**config.mk**
```make
export PLATFORM = sky130hd
export DESIGN_NAME = el_uart_tx
export DESIGN_NICKNAME = d
export VERILOG_FILES = /design/src/rtl/el_uart_tx.sv
export SDC_FILE = /design/constraint.sdc
export NUM_CORES = 1
export LEC_CHECK = 0
export ABC_AREA = 0
export CAP_MARGIN = 20
export CORE_ASPECT_RATIO = 0.75
export CORE_MARGIN = 1.5
export CORE_UTILIZATION = 30
export CTS_CLUSTER_SIZE = 24
export DETAILED_ROUTE_END_ITERATION = 16
export DONT_BUFFER_PORTS = 1
export GPL_ROUTABILITY_DRIVEN = 0
export GPL_TIMING_DRIVEN = 0
export HOLD_SLACK_MARGIN = 0.06
export SLEW_MARGIN = 5
export SYNTH_ARGS = -nofsm -noshare
export SYNTH_HDL_FRONTEND = slang
export SYNTH_SLANG_ARGS = --single-unit
```
**constraint.sdc**
```tcl
create_clock -name in_main_clock -period 4.2 [get_ports in_main_clock]
set_input_delay 1.26 -clock in_main_clock [delete_from_list [all_inputs] [get_ports in_main_clock]]
set_output_delay 1.26 -clock in_main_clock [all_outputs]
set_load 0.02 [all_outputs]
```
**src/rtl/el_uart_tx.sv**
```systemverilog
`timescale 1ns / 1ps
// el_uart_tx: 8-bit asynchronous serial transmitter (start + 8 data LSB-first + stop).
// Bytes are accepted over valid/ready into a one-byte holding register. Frames go out
// back-to-back with no idle gap whenever the holding register is refilled in time.
//
// Parameters
//   CLKS_PER_BIT   clock cycles per serial bit, legal range 2..255
// Configuration
//   UART_TX_PARITY_EN  when defined, an even-parity bit is sent between data and stop (8E1);
//                      otherwise the frame is 8N1.
// Ports
//   in_main_clock  system clock, all state on posedge
//   in_reset_n     asynchronous active-low reset
//   in_tx_valid    producer offers in_tx_data
//   in_tx_data     byte to send, bit 0 first
//   out_tx_ready   holding register empty
//   out_tx_serial  serial line, idles high
//   out_tx_busy    high whenever the FSM is not idle
//   out_tx_done    one-cycle pulse on the last clock of each stop bit
module el_uart_tx #(
  parameter int unsigned CLKS_PER_BIT = 231
) (
  input  logic       in_main_clock,
  input  logic       in_reset_n,
  input  logic       in_tx_valid,
  input  logic [7:0] in_tx_data,
  output logic       out_tx_ready,
  output logic       out_tx_serial,
  output logic       out_tx_busy,
  output logic       out_tx_done
);

  localparam int unsigned CntW = $clog2(CLKS_PER_BIT);
  localparam logic [CntW-1:0] LastCnt = CntW'(CLKS_PER_BIT - 1);
  localparam logic [CntW-1:0] DoneCnt = CntW'(CLKS_PER_BIT - 2);

`ifdef UART_TX_PARITY_EN
  typedef enum logic [2:0] {StIdle, StStart, StData, StParity, StStop} state_e;
`else
  typedef enum logic [1:0] {StIdle, StStart, StData, StStop} state_e;
`endif

  state_e            r_state;
  logic [CntW-1:0]   r_clk_cnt;
  logic [2:0]        r_bit_idx;
  logic [7:0]        r_shift;
  logic [7:0]        r_hold;
  logic              r_tx_ready;  // doubles as "holding register empty"
  logic              r_serial;
  logic              r_busy;
  logic              r_done;
`ifdef UART_TX_PARITY_EN
  logic              r_parity;
`endif

  logic w_bit_end;
  logic w_load;

  assign w_bit_end = (r_clk_cnt == LastCnt);
  // Hold-to-shift transfer: from idle, or on the last stop cycle for a gapless next frame.
  assign w_load    = !r_tx_ready &&
                     ((r_state == StIdle) || ((r_state == StStop) && w_bit_end));

  always_ff @(posedge in_main_clock or negedge in_reset_n) begin
    if (!in_reset_n) begin
      r_state    <= StIdle;
      r_clk_cnt  <= '0;
      r_bit_idx  <= '0;
      r_shift    <= '0;
      r_hold     <= '0;
      r_tx_ready <= 1'b1;
      r_serial   <= 1'b1;
      r_busy     <= 1'b0;
      r_done     <= 1'b0;
`ifdef UART_TX_PARITY_EN
      r_parity   <= 1'b0;
`endif
    end else begin
      r_done <= 1'b0;

      case (r_state)
        StIdle: begin
          if (w_load) begin
            r_clk_cnt <= '0;
            r_serial  <= 1'b0;
            r_busy    <= 1'b1;
            r_state   <= StStart;
          end
        end
        StStart: begin
          if (w_bit_end) begin
            r_clk_cnt <= '0;
            r_bit_idx <= '0;
            r_serial  <= r_shift[0];
            r_state   <= StData;
          end else begin
            r_clk_cnt <= r_clk_cnt + 1'b1;
          end
        end
        StData: begin
          if (w_bit_end) begin
            r_clk_cnt <= '0;
            if (r_bit_idx == 3'd7) begin
`ifdef UART_TX_PARITY_EN
              r_serial <= r_parity;
              r_state  <= StParity;
`else
              r_serial <= 1'b1;
              r_state  <= StStop;
`endif
            end else begin
              r_bit_idx <= r_bit_idx + 1'b1;
              r_shift   <= {1'b0, r_shift[7:1]};
              r_serial  <= r_shift[1];
            end
          end else begin
            r_clk_cnt <= r_clk_cnt + 1'b1;
          end
        end
`ifdef UART_TX_PARITY_EN
        StParity: begin
          if (w_bit_end) begin
            r_clk_cnt <= '0;
            r_serial  <= 1'b1;
            r_state   <= StStop;
          end else begin
            r_clk_cnt <= r_clk_cnt + 1'b1;
          end
        end
`endif
        StStop: begin
          if (w_bit_end) begin
            r_clk_cnt <= '0;
            if (w_load) begin
              r_serial <= 1'b0;
              r_state  <= StStart;
            end else begin
              r_serial <= 1'b1;
              r_busy   <= 1'b0;
              r_state  <= StIdle;
            end
          end else begin
            r_clk_cnt <= r_clk_cnt + 1'b1;
            // Registered pulse: raise it one cycle early so it lands on the last stop clock.
            r_done    <= (r_clk_cnt == DoneCnt);
          end
        end
        default: begin
          r_state <= StIdle;
        end
      endcase

      if (w_load) begin
        r_shift    <= r_hold;
        r_tx_ready <= 1'b1;
`ifdef UART_TX_PARITY_EN
        r_parity   <= ^r_hold;
`endif
      end

      // Accept and transfer are exclusive: accept needs the hold empty, transfer needs it full.
      if (in_tx_valid && r_tx_ready) begin
        r_hold     <= in_tx_data;
        r_tx_ready <= 1'b0;
      end
    end
  end

  assign out_tx_ready  = r_tx_ready;
  assign out_tx_serial = r_serial;
  assign out_tx_busy   = r_busy;
  assign out_tx_done   = r_done;

endmodule

```
==> results of run 1 <==
==> cell usage in the layout, fill, tap and decap left out <==
cell | netlist | final
a21oi_4 | 1 | 1
and2_1 | 2 | 2
a21boi_1 | 1 | 1
nor3_1 | 4 | 4
clkinv_2 | 0 | 2
clkbuf_1 | 1 | 1
and3_1 | 1 | 1
o41ai_1 | 1 | 1
nand4_1 | 3 | 3
a22oi_1 | 1 | 1
a21oi_1 | 7 | 7
a21boi_0 | 1 | 1
o311ai_0 | 1 | 1
nand3b_1 | 1 | 1
clkbuf_8 | 0 | 5
nor2b_1 | 1 | 1
mux2_4 | 7 | 7
o32a_1 | 1 | 1
buf_6 | 2 | 2
and2b_1 | 1 | 1
nor2_1 | 9 | 9
mux2_2 | 18 | 18
o21ai_0 | 8 | 8
dfrtp_1 | 31 | 31
inv_1 | 8 | 8
or3_1 | 1 | 1
ha_1 | 10 | 10
a22o_1 | 4 | 4
and3_4 | 1 | 1
nand2_1 | 9 | 9
and4bb_4 | 1 | 1
xor2_1 | 5 | 5
nand3_1 | 4 | 4
nand4bb_1 | 1 | 1
o31ai_1 | 1 | 1
dfstp_2 | 2 | 2
clkinvlp_4 | 0 | 1
a2111oi_0 | 1 | 1
==> through the flow <==
stage               cells  setup slack [ns]  power [W]  instance area, sq um
finish                234              1.99    0.00127                  1950
CTS                   234              2.00    0.00129                  1950
floorplan             151              2.18   0.000946                  1770
global route          234              1.90    0.00138                  1950
global placement      226              2.03    0.00104                  1860
detailed placement    226              2.01    0.00105                  1860
==> final cells by class <==
class	instances	area [sq um]	share of cell area, %
buffer	3	26.3	1.35
clock buffer	5	68.8	3.54
clock inverter	3	17.5	0.900
inverter	8	30.0	1.54
multi-input combinational	107	881	45.3
sequential	33	828	42.6
tap	75	93.8	4.82
==> cells by family (layout without fill, tap and decap cells) <==
family          after synthesis  after routing  synth area share (%)
compound gates               28             28                  10.9
xor+xnor                      5              5                  2.48
fa+ha+maj                    10             10                  7.09
buf+inv                      11             19                  3.19
flops                        33             33                  46.9
mux                          25             25                  17.4
simple gates                 39             39                  12.0
==> path summary, 6_finish.rpt <==
kind / end / cells past startpoint
setup / recovery: r_shift[4] / 7
hold / removal: r_hold[4] / 1
setup reg to reg: r_shift[4] / 7
hold reg to reg: r_hold[4] / 1
max in group asynchronous: out_tx_ready / 0
min in group asynchronous: r_state[0] / 0
==> where the power goes <==
group          internal (W)  switching, W
combinational      0.000252      0.000232
clock              0.000114      0.000114
sequential         0.000452      0.000105
total              0.000818      0.000451
==> flip-flops by register name, summed over array words and instances (netlist names) <==
register / cells
out_tx_ready: 1
r_state: 2
r_bit_idx: 3
out_tx_done: 1
r_clk_cnt: 8
r_hold: 8
r_shift: 8
out_tx_busy: 1
out_tx_serial: 1
==> metal layers <==
layer,up-vias,track usage (%)
met5,-,0
li1,555,-
met1,524,16.2
met2,18,14.9
met3,5,3.40
met4,0,6.77
==> flow_summary_export.csv, run 1 <==
group,metric,value,unit
setup_path,worstPathRequired,4.37,ns
layout,area.growth.synth_to_final,10.2,%
global_routing,grt_overflow,0,
logic_synthesis,syn-cell-area,1770,sq um
detailed_routing,drtAntennaViolNets,0,
logic_synthesis,synth_seq_cells,33,
logic_synthesis,yosys_warnings,0,
pwr,p_per_area,652,nW/um^2
detailed_routing,routed.top_layer,"met4",
logic_synthesis,syn_avg_cell_area,11.7,sq um
detailed_routing,m1WireLength,1690,um
global_routing,grt_pass1_vias,1099,
cts,clockBufferDepth,2,
setup_path,critPathCaptureType,"flip-flop",
global_routing,grt_antenna_before_repair,0,
cts,cts_tree,"yes",
logic_synthesis,synthTopCellsByCount,"dfrtp_1 (31), mux2_2 (18), ha_1 (10)",
logic_synthesis,synth_edf_count,0,
setup_path,cpPeakStageDelay,0.40,ns
cts,hold_buffers,0,
timing,timing.final.crit_period,2.21,ns
setup_path,cp_slowest_cell,"dfrtp_1",
die,ioPinCount,15,
min_path,min_from,"r_hold[4]",
timing,worst_pin_slew,0.505,ns
layout,drive_gt1_share,25.2,%
detailed_routing,wl_per_cell,13.3,um
setup_path,crit_path_start_kind,"flip-flop",
die,die_w,91.6,um
timing,hold_viol_final,0,
detailed_routing,drtPass1Iterations,4,
timing,setup_viol,0,
setup_path,cpMostUsedCell,"ha_1",
detailed_routing,routed_wl,3110,um
layout,final_nets,179,
run_status,status,"finished, final reports clean",
cts,clkTransAtPathRegs,0.06,ns
timing,tns,0,ns
logic_synthesis,synth.area.top_cells,"dfrtp_1 (44%), mux2_2 (11%), ha_1 (7.1%)",
layout,final_core_util,35.4,%
setup_path,rrSetupSlack,1.99,ns
detailed_routing,avgViaCountPerCell,4.71,
setup_path,crit_type,"reg -> reg",
global_routing,track_usage,11.4,%
logic_synthesis,synth.top_cell.area_share,43.9,%
cts,cts_buffers,5,
global_routing,grt_pass1_wl,5470,um
logic_synthesis,synth_top_area_cell,"dfrtp_1",
cts,cts_root_buf,"clkbuf_8",
die,initial_core_util,32.1,%
logic_synthesis,dominantRegCellSynth,"dfrtp_1",
run,maxCapViolations,0,
logic_synthesis,synth.distinct_cells,35,
detailed_routing,wl_met3,88,um
logic_synthesis,async_reset_ff_share,100,%
cts,clock_sinks,33,
place,dp_hpwl,2260,um
die,core_area,5500,sq um
pwr,irDropWorstVdd,0.000213,V
setup_path,worstPathMaxFanout,8,
detailed_routing,vias,1102,
die,die_area,6360,sq um
die,die_y,69.4,um
pwr,leakagePower,0.841,nW
timing,rsz0062_at_grt,"false",
setup_path,cp_cell_sequence,"ha_1 > ha_1 > and2b_1 > and3_4 > buf_6 > mux2_4 > mux2_2",
timing,fin_hold_ws,0.505,ns
global_routing,grt_max_degree,34,
min_path,hold_class,"reg -> reg",
cts,cts_setup_buffers,0,
setup_path,worst-path-buf-inv,1,
timing,max-slew-margin-rel,66.3,%
logic_synthesis,ys_seq_area_share,46.9,%
cts,cts_resized,0,
timing,fin_skew,0.00516,ns
timing,slew_violations,0,
place,portBuffers,0,
cts,insertion_delay,0.29,ns
cts,htree_levels,2,
setup_path,critical_path.top_delay_family,"multiplexers",
setup_path,crit_arrival,2.38,ns
timing,finalCritPeriodShare,52.7,%
logic_synthesis,syn-num-nets,172,
setup_path,r2r_start,"r_bit_idx[0]",
die,rows,23,
detailed_routing,first_iter_violations,57,
detailed_routing,dr_wl_met2,1250,um
layout,diodes,0,
timing,fmax,452,MHz
logic_synthesis,synth_cells,151,
layout,fillers,555,
detailed_routing,drc_errors,0,
logic_synthesis,synth_most_common_cell,"dfrtp_1",
setup_path,crit_start,"r_bit_idx[0]",
Power figures use the tool's default switching activity.
==> run 2: changes to the inputs <==
==> constraint.sdc (replaced) <==
create_clock -name in_main_clock -period 2.3 [get_ports in_main_clock]
set_input_delay 0.69 -clock in_main_clock [delete_from_list [all_inputs] [get_ports in_main_clock]]
set_output_delay 0.69 -clock in_main_clock [all_outputs]
set_load 0.02 [all_outputs]
==> results of run 2 <==
Same layout as run 1 (identical final DEF). Status: finished, final reports clean.
Main changes from that run: setup slack after placement 2.01 ns -> 0.110 ns; setup slack after layout 1.99 ns -> 0.0877 ns; hold slack 0.505 ns -> 0.0966 ns; register-to-register setup slack 1.99 ns -> 0.09 ns; total power 0.00127 W -> 0.00232 W; worst IR drop on VDD 0.000213 V -> 0.000389 V
==> run 3: changes to the inputs <==
--- a/config.mk
+++ b/config.mk
@@ -9,7 +9,7 @@
 export CAP_MARGIN = 20
 export CORE_ASPECT_RATIO = 0.75
 export CORE_MARGIN = 1.5
-export CORE_UTILIZATION = 30
+export CORE_UTILIZATION = 50
 export CTS_CLUSTER_SIZE = 24
 export DETAILED_ROUTE_END_ITERATION = 16
 export DONT_BUFFER_PORTS = 1
==> flow_summary_export.csv, run 3 (same netlist as run 1, synthesis figures left out) <==
group,metric,value,unit
global_routing,grt_max_degree,34,
cts,cts_setup_buffers,0,
die,die_w,71.6,um
cts,insertion_delay,0.28,ns
cts,hold_buffers,0,
timing,finalCritPeriodShare,96.3,%
place,portBuffers,0,
detailed_routing,drtAntennaViolNets,0,
detailed_routing,dr_wl_met2,1490,um
layout,mostFrequentLayoutCells,"dfrtp_1 (31), mux2_2 (18), ha_1 (10), nand2_1 (9), nor2_1 (9)",
pwr,switchingPower,0.000841,W
setup_path,worstPathMaxFanout,8,
timing,hold_viol_final,0,
place,preCtsSetupSlack,0.0958,ns
global_routing,grt_overflow,0,
layout,post-route-cell-area,1930,sq um
place,dp.cells,191,
detailed_routing,wl_per_cell,16.4,um
pwr,irDropWorstVdd,0.000736,V
die,die_y,54.5,um
setup_path,crit_cells,7,
cts,clkTransAtPathRegs,0.07,ns
layout,final_nets,179,
cts,cts_resized,0,
cts,clock_sinks,33,
detailed_routing,drc_errors,0,
layout,regArea,828,sq um
setup_path,rrSetupSlack,0.08,ns
pwr,p_per_area,1280,nW/um^2
run_status,status,"finished, final reports clean",
die,rows,18,
setup_path,crit_arrival,2.38,ns
timing,fmax,451,MHz
setup_path,cpPeakStageDelay,0.41,ns
detailed_routing,m1WireLength,1610,um
pwr,p_sw_share,33.9,%
cts,htree_levels,2,
timing,setup_viol,0,
layout,layout_commonest_cell,"dfrtp_1",
die,ioPinCount,15,
pwr,leakagePower,0.856,nW
timing,fin_skew,0.00963,ns
setup_path,worst-path-buf-inv,1,
detailed_routing,drtPass1Iterations,6,
layout,multi_input_comb_area,881,sq um
global_routing,grt_pass1_wl,5090,um
cts,cts_root_buf,"clkbuf_8",
global_routing,track_usage,18.0,%
die,initial_core_util,53.0,%
timing,tns,0,ns
place,dp_hpwl,2380,um
die,die_area,3900,sq um
setup_path,crit_type,"reg -> reg",
layout,area.growth.synth_to_final,9.43,%
timing,slew_violations,0,
detailed_routing,vias,1168,
detailed_routing,routed.top_layer,"met4",
detailed_routing,routed_wl,3270,um
layout,diodes,0,
run,maxCapViolations,0,
global_routing,grt_pass1_vias,1065,
pwr,sequentialPowerShare,41.2,%
layout,drive_gt1_share,24.5,%
layout,fin_cells,199,
layout,largestRegisters,"r_clk_cnt: 8 flops, r_hold: 8 flops, r_shift: 8 flops",
place,dpl_cell_area,1820,sq um
detailed_routing,first_iter_violations,43,
timing,rsz0062_at_grt,"false",
setup_path,cp_cell_sequence,"ha_1 > ha_1 > and2b_1 > and3_4 > buf_6 > mux2_4 > mux2_2",
die,core_area,3330,sq um
timing,worst_pin_slew,0.427,ns
timing,max-slew-margin-rel,70.8,%
setup_path,cpMostUsedCell,"ha_1",
detailed_routing,avgViaCountPerCell,5.87,
setup_path,critical_path.top_delay_family,"multiplexers",
timing,timing.final.crit_period,2.22,ns
setup_path,worstPathRequired,2.46,ns
setup_path,critPathCaptureType,"flip-flop",
layout,final_core_util,58.0,%
cts,clockBufferDepth,2,
min_path,hold_class,"in -> async",
setup_path,crit_path_start_kind,"flip-flop",
setup_path,r2r_cells,7,
cts,cts_tree,"yes",
pwr,internal_power,0.00164,W
layout,fillers,299,
setup_path,cp_slowest_cell,"dfrtp_1",
timing,timing.final.ws_setup,0.0844,ns
detailed_routing,wl_met3,150,um
cts,cts_buffers,5,
pwr,p_clk_share,22.3,%
global_routing,grt_antenna_before_repair,0,
pwr,combPwrFrac,36.5,%
## run 3: per-layer routing
| layer | track usage, % | vias to the layer above |
|---|---|---|
| met1 | 25.4 | 586 |
| li1 | - | 558 |
| met2 | 26.5 | 22 |
| met3 | 5.89 | 2 |
| met5 | 0 | - |
| met4 | 5.66 | 0 |
## run 3: worst paths after layout
path	startpoint	endpoint
min reg2reg	r_hold[4]	r_hold[4]
max reg2reg	r_bit_idx[0]	r_shift[0]
min in group in_main_clock	r_hold[4]	r_hold[4]
max in group asynchronous	in_reset_n	out_tx_serial
min	in_reset_n	r_hold[5]
max	r_bit_idx[0]	r_shift[0]
## run 3: power by group through the flow
stage,Clock (W),Combinational (W),Sequential [W]
CTS,0.000567,0.000912,0.00102
floorplan,0,0.000749,0.000978
detailed placement,0,0.000905,0.00103
global placement,0,0.000866,0.00102
global route,0.000594,0.00101,0.00105
finish,0.000554,0.000906,0.00102
## run 3: area by class of cell
type / instances / area share, %
buffer: 3 / 1.36
clock buffer: 7 / 4.47
clock inverter: 1 / 1.55
inverter: 8 / 1.55
multi-input combinational: 107 / 45.6
sequential: 33 / 42.9
tap: 40 / 2.59
## run 3: metrics by stage
step                      power, W  hold slack (ns)
final                      0.00248           0.0976
after global routing       0.00266           0.0786
after CTS                  0.00250           0.0934
after detailed placement   0.00194            0.395
after global placement     0.00188            0.395
after floorplan            0.00173            0.394
## run 3: worst reg2reg max path: stages (launching register included)
cell	delay, ns
dfrtp_1	0.41
ha_1	0.22
ha_1	0.26
and2b_1	0.29
and3_4	0.20
buf_6	0.15
mux2_4	0.31
mux2_2	0.26
